### src/rtl/alu_arbiter.sv
// Round-robin arbiter/sequencer granting two requesters access to one shared
// combinational ALU: grant in IDLE, ack while the ALU computes, done after capture.
module alu_arbiter #(
    parameter int WIDTH = 32,
    parameter int FW    = 4,
    parameter int CW    = 16
) (
    input  logic             clk,
    input  logic             rst,
    input  logic             req0,
    input  logic             req1,
    input  logic [WIDTH-1:0] a0,
    input  logic [WIDTH-1:0] b0,
    input  logic [WIDTH-1:0] a1,
    input  logic [WIDTH-1:0] b1,
    input  logic [FW-1:0]    funct0,
    input  logic [FW-1:0]    funct1,
    output logic             ack0,
    output logic             ack1,
    output logic             done0,
    output logic             done1,
    output logic [WIDTH-1:0] res0,
    output logic [WIDTH-1:0] res1,
    output logic             zero0,
    output logic             zero1,
    output logic [WIDTH-1:0] alu_a,
    output logic [WIDTH-1:0] alu_b,
    output logic [FW-1:0]    alu_funct,
    input  logic [WIDTH-1:0] alu_s,
    input  logic             alu_z,
    output logic             busy,
    output logic [CW-1:0]    cnt0,
    output logic [CW-1:0]    cnt1
);

    typedef enum logic [1:0] {
        IDLE = 2'd0,
        EXEC = 2'd1,
        RESP = 2'd2
    } state_t;

    state_t state, state_nxt;
    logic   sel;
    logic   last;
    logic   grant;
    logic   gsel;

    // Next-state, grant decision and Moore handshake decode
    always_comb begin
        state_nxt = state;
        grant     = 1'b0;
        gsel      = 1'b0;
        ack0      = 1'b0;
        ack1      = 1'b0;
        done0     = 1'b0;
        done1     = 1'b0;
        case (state)
            IDLE: begin
                if (req0 || req1) begin
                    grant     = 1'b1;
                    // On a tie the requester not served last wins
                    gsel      = (req0 && req1) ? ~last : req1;
                    state_nxt = EXEC;
                end
            end
            EXEC: begin
                ack0      = ~sel;
                ack1      = sel;
                state_nxt = RESP;
            end
            RESP: begin
                done0     = ~sel;
                done1     = sel;
                state_nxt = IDLE;
            end
            default: state_nxt = IDLE;
        endcase
    end

    assign busy = (state != IDLE);

    always_ff @(posedge clk) begin
        if (rst) begin
            state     <= IDLE;
            sel       <= 1'b0;
            last      <= 1'b1;
            alu_a     <= '0;
            alu_b     <= '0;
            alu_funct <= '0;
            res0      <= '0;
            res1      <= '0;
            zero0     <= 1'b0;
            zero1     <= 1'b0;
            cnt0      <= '0;
            cnt1      <= '0;
        end else begin
            state <= state_nxt;
            if (grant) begin
                sel       <= gsel;
                last      <= gsel;
                alu_a     <= gsel ? a1 : a0;
                alu_b     <= gsel ? b1 : b0;
                alu_funct <= gsel ? funct1 : funct0;
            end
            // ALU has had the whole EXEC cycle to settle; capture for the owner only
            if (state == EXEC) begin
                if (sel) begin
                    res1  <= alu_s;
                    zero1 <= alu_z;
                    cnt1  <= cnt1 + CW'(1);
                end else begin
                    res0  <= alu_s;
                    zero0 <= alu_z;
                    cnt0  <= cnt0 + CW'(1);
                end
            end
        end
    end

endmodule

### config.mk
export PLATFORM = sky130hd
export DESIGN_NAME = alu_arbiter
export DESIGN_NICKNAME = d
export VERILOG_FILES = /design/src/rtl/alu_arbiter.sv
export SDC_FILE = /design/constraint.sdc
export NUM_CORES = 1
export LEC_CHECK = 0
export CORE_MARGIN = 5
export CORE_UTILIZATION = 39
export CTS_CLUSTER_SIZE = 20
export DETAILED_ROUTE_END_ITERATION = 8
export HOLD_SLACK_MARGIN = 0.15
export PLACE_DENSITY = 0.9
export SLEW_MARGIN = 20
export SYNTH_ARGS = -nofsm -noshare
export SYNTH_HDL_FRONTEND = slang
export SYNTH_SLANG_ARGS = --single-unit
### constraint.sdc
create_clock -name clk -period 2.4 [get_ports clk]
set_input_delay 0.24 -clock clk [delete_from_list [all_inputs] [get_ports clk]]
set_output_delay 0.24 -clock clk [all_outputs]
set_load 0.03 [all_outputs]
==> key figures <==
Setup path
  – Setup Crit Path Kind: flip-flop to output port
  – Worst Path Buf+Inv: 4
  – Worst-path maximum fanout: 38
  – CP Cell Sequence: or3b_1, buf_6, inv_1, buf_12, buf_4
  – CP Capture Type: output port
  – Critical Path Start Type: flip-flop
  – Critical Path Slowest Stage Cell: or3b_1
  – Worst EP arrival: 2.02 ns
  – Crit path required time: 2.16 ns
  – Crit path max-delay family: buffers and inverters
  – Max incr delay on CP: 0.46 ns

Floorplan
  – Initial Util: 0.396
  – IO Pins: 344
  – Core area: 16500 sq um
  – # rows: 47
  – Die Y-Extent: 139 microns
  – Die X: 139 microns
  – Die area: 19400 sq um

STA
  – Max-slew headroom: 0.639
  – Final setup vio count: 0
  – Final hold violation count: 0
  – Layout Skew: 0.00785 ns
  – Post-route clock period utilization: 0.940
  – Fmax: 443 MHz
  – Actual slew at the worst max-slew pin: 0.542 ns
  – TNS Setup: 0 ns
  – RSZ-0062 raised after global routing: no
  – WHS: 0.278 ns
  – Min Clock Period, post-route: 2.26 ns
  – Final slew viol count: 0

Yosys
  – Register bit total from synthesis: 170
  – Cell Area, Synth: 6510 sq um
  – Async S/R FF share, synth: 0
  – Main area contributors after synthesis: dfxtp_1 52%, nand2_1 12%, a21oi_1 11%
  – Ys flop type: dfxtp_1
  – Number of flops mapped to enable cells by yosys: 0
  – Syn. warnings: 0
  – Mapped Cells: 783
  – Synth Net Count: 958
  – Sequential element share of the synthesized area: 0.522
  – Syn Area/Cell: 8.32 sq um
  – Top-area cell type share of the netlist area: 0.522
  – Unique masters post-synth: 32
  – Area leader, netlist: dfxtp_1

Clocking
  – Number of buffers created by CTS: 17
  – Worst-path clk slew: 0.07 ns
  – Sink Count: 170
  – Clk buf depth: 2
  – Clk_lat worst skew: 0.42 ns
  – Root buf cell: clkbuf_16
  – CTS tree: done
  – CTS H-tree depth: 4

Global route
  – First-pass GRT wire length: 36200 microns
  – Congestion Overflow GR: 0
  – All-Layer GR Usage: 0.230
  – Initial antenna violation count: 0
  – Vias in the first global route: 6775
  – Largest net degree at the start of global routing: 75

Cells and area
  – ANT cells: 0
  – Synth-to-Final Area Change: 64.7%
  – Nets@finish: 1268
  – Share of cells above drive strength 1: 0.0498

Placement
  – Dpl hpwl: 17200 microns
  – Port Buf Inserts: 343
  – GPL Wtd Cong: 0.852

Detailed routing
  – Post-route ant nets: 0
  – DRT iter0 DRCs: 280
  – Via density: 5.26
  – DRC viols: 0
  – Vias: 6969
  – DR WL/cell: 17.6 microns
  – Detailed Route WL: 23400 microns
  – Pre-antenna DRT Iters: 5

Pwr
  – Worst VDD drop: 0.512 mV
  – Pwr/cell area: 680 nW/um^2
  – Static leakage: 3.68 nW

Hold path
  – Worst hold path type: input port to flip-flop

Run
  – Max-cap viol count: 0

Run status
  – Outcome: complete, no violations
==> path summary, 6_finish.rpt <==
kind / start / to / slack, ns / cells past startpoint
hold reg to reg: res1[15] / res1[15] / 0.45 / 2
setup / recovery: state[0] / ack0 / 0.14 / 5
setup reg to reg: state[0] / cnt0[15] / 0.38 / 4
hold / removal: rst / cnt0[0] / 0.28 / 2
==> flip-flops by register name, summed over array words and instances (netlist names) <==
signal     count
alu_a         32
alu_b         32
res0          32
res1          32
cnt0          16
cnt1          16
alu_funct      4
state          2
last           1
sel            1
zero0          1
zero1          1
==> worst register-to-register path, cell delays in order, from the launching register on <==
cell	delay [ns]
dfxtp_1	0.38
or3b_1	0.46
or4_4	0.60
or3_1	0.37
a21oi_1	0.15
==> routing by layer <==
metal	vias to the layer above	global-route usage	part of all wire
met5	-	0	0
met4	0	0.0685	0.024
li1	3354	-	-
met2	300	0.404	0.51
met1	3272	0.259	0.38
met3	43	0.0871	0.090
==> layout by cell type, fill, tap and decap left out, drive strengths merged <==
master	n
a211o	1
a211oi	1
a21bo	1
a21o	1
a21oi	145
and3	6
and3b	1
and4	1
buf	17
bufinv	1
clkbuf	17
clkdlybuf4s50	341
clkinv	6
clkinvlp	1
dfxtp	170
ha	2
inv	12
mux2i	1
nand2	215
nand3	7
nand3b	1
nand4	9
nor2	27
nor3	6
nor3b	2
nor4	3
o21ai	8
o221ai	67
or2	2
or3	9
or3b	1
or4	2
xnor2	12
xor2	9
==> Yosys cell counts, types with 7 or more instances <==
| master | instances |
|---|---|
| xor2_1 | 9 |
| a21oi_1 | 145 |
| nor2_1 | 27 |
| o21ai_0 | 8 |
| nand3_1 | 7 |
| nand2_1 | 215 |
| nand4_1 | 9 |
| xnor2_1 | 12 |
| clkbuf_1 | 61 |
| or3_1 | 9 |
| dfxtp_1 | 170 |
| o221ai_1 | 67 |
==> kinds of logic after synthesis <==
family / count (synthesis) / share of synthesized area
AND/OR/NAND/NOR: 292 / 0.188
AO/OA/AOI/OAI: 224 / 0.213
flip-flops: 170 / 0.522
buffers and inverters: 73 / 0.0428
XOR/XNOR: 21 / 0.0282
adder cells (fa/ha/maj): 2 / 0.00384
multiplexers: 1 / 0.00154
==> where the power goes <==
group | switching, W | leakage (nW) | internal [W]
Clock | 0.00120 | 0.278 | 0.00145
Sequential | 0.0000907 | 1.39 | 0.00299
Combinational | 0.000853 | 2.01 | 0.000716
==> per-stage QoR <==
step	worst slack (ns)	util	std cells	total power, W	cell area, sq um
after floorplan	0.389	-	783	0.00391	6510
after global placement	0.466	0.617	1294	0.00469	10200
after detailed placement	0.416	0.617	1294	0.00471	10200
after CTS	0.0569	0.651	1325	0.00737	10700
after global routing	0.0188	0.652	1325	0.00759	10700
final	0.145	0.652	1325	0.00730	10700
==> cell type report <==
| cell class | count | area, sq um |
|---|---|---|
| Inverter | 6 | 22.5 |
| Clock inverter | 14 | 136 |
| Timing Repair Buffer | 358 | 3620 |
| Sequential cell | 170 | 3400 |
| Fill cell | 1337 | 5740 |
| Multi-Input combinational cell | 540 | 2850 |
| Tap cell | 220 | 275 |
| Clock buffer | 17 | 425 |
==> what timing repair did <==
action	CTS	global route
buffers inserted	0	0
hold buffers	0	0
setup endpoints to repair	0	1
resized for setup	0	1
Power figures use the tool's default switching activity.
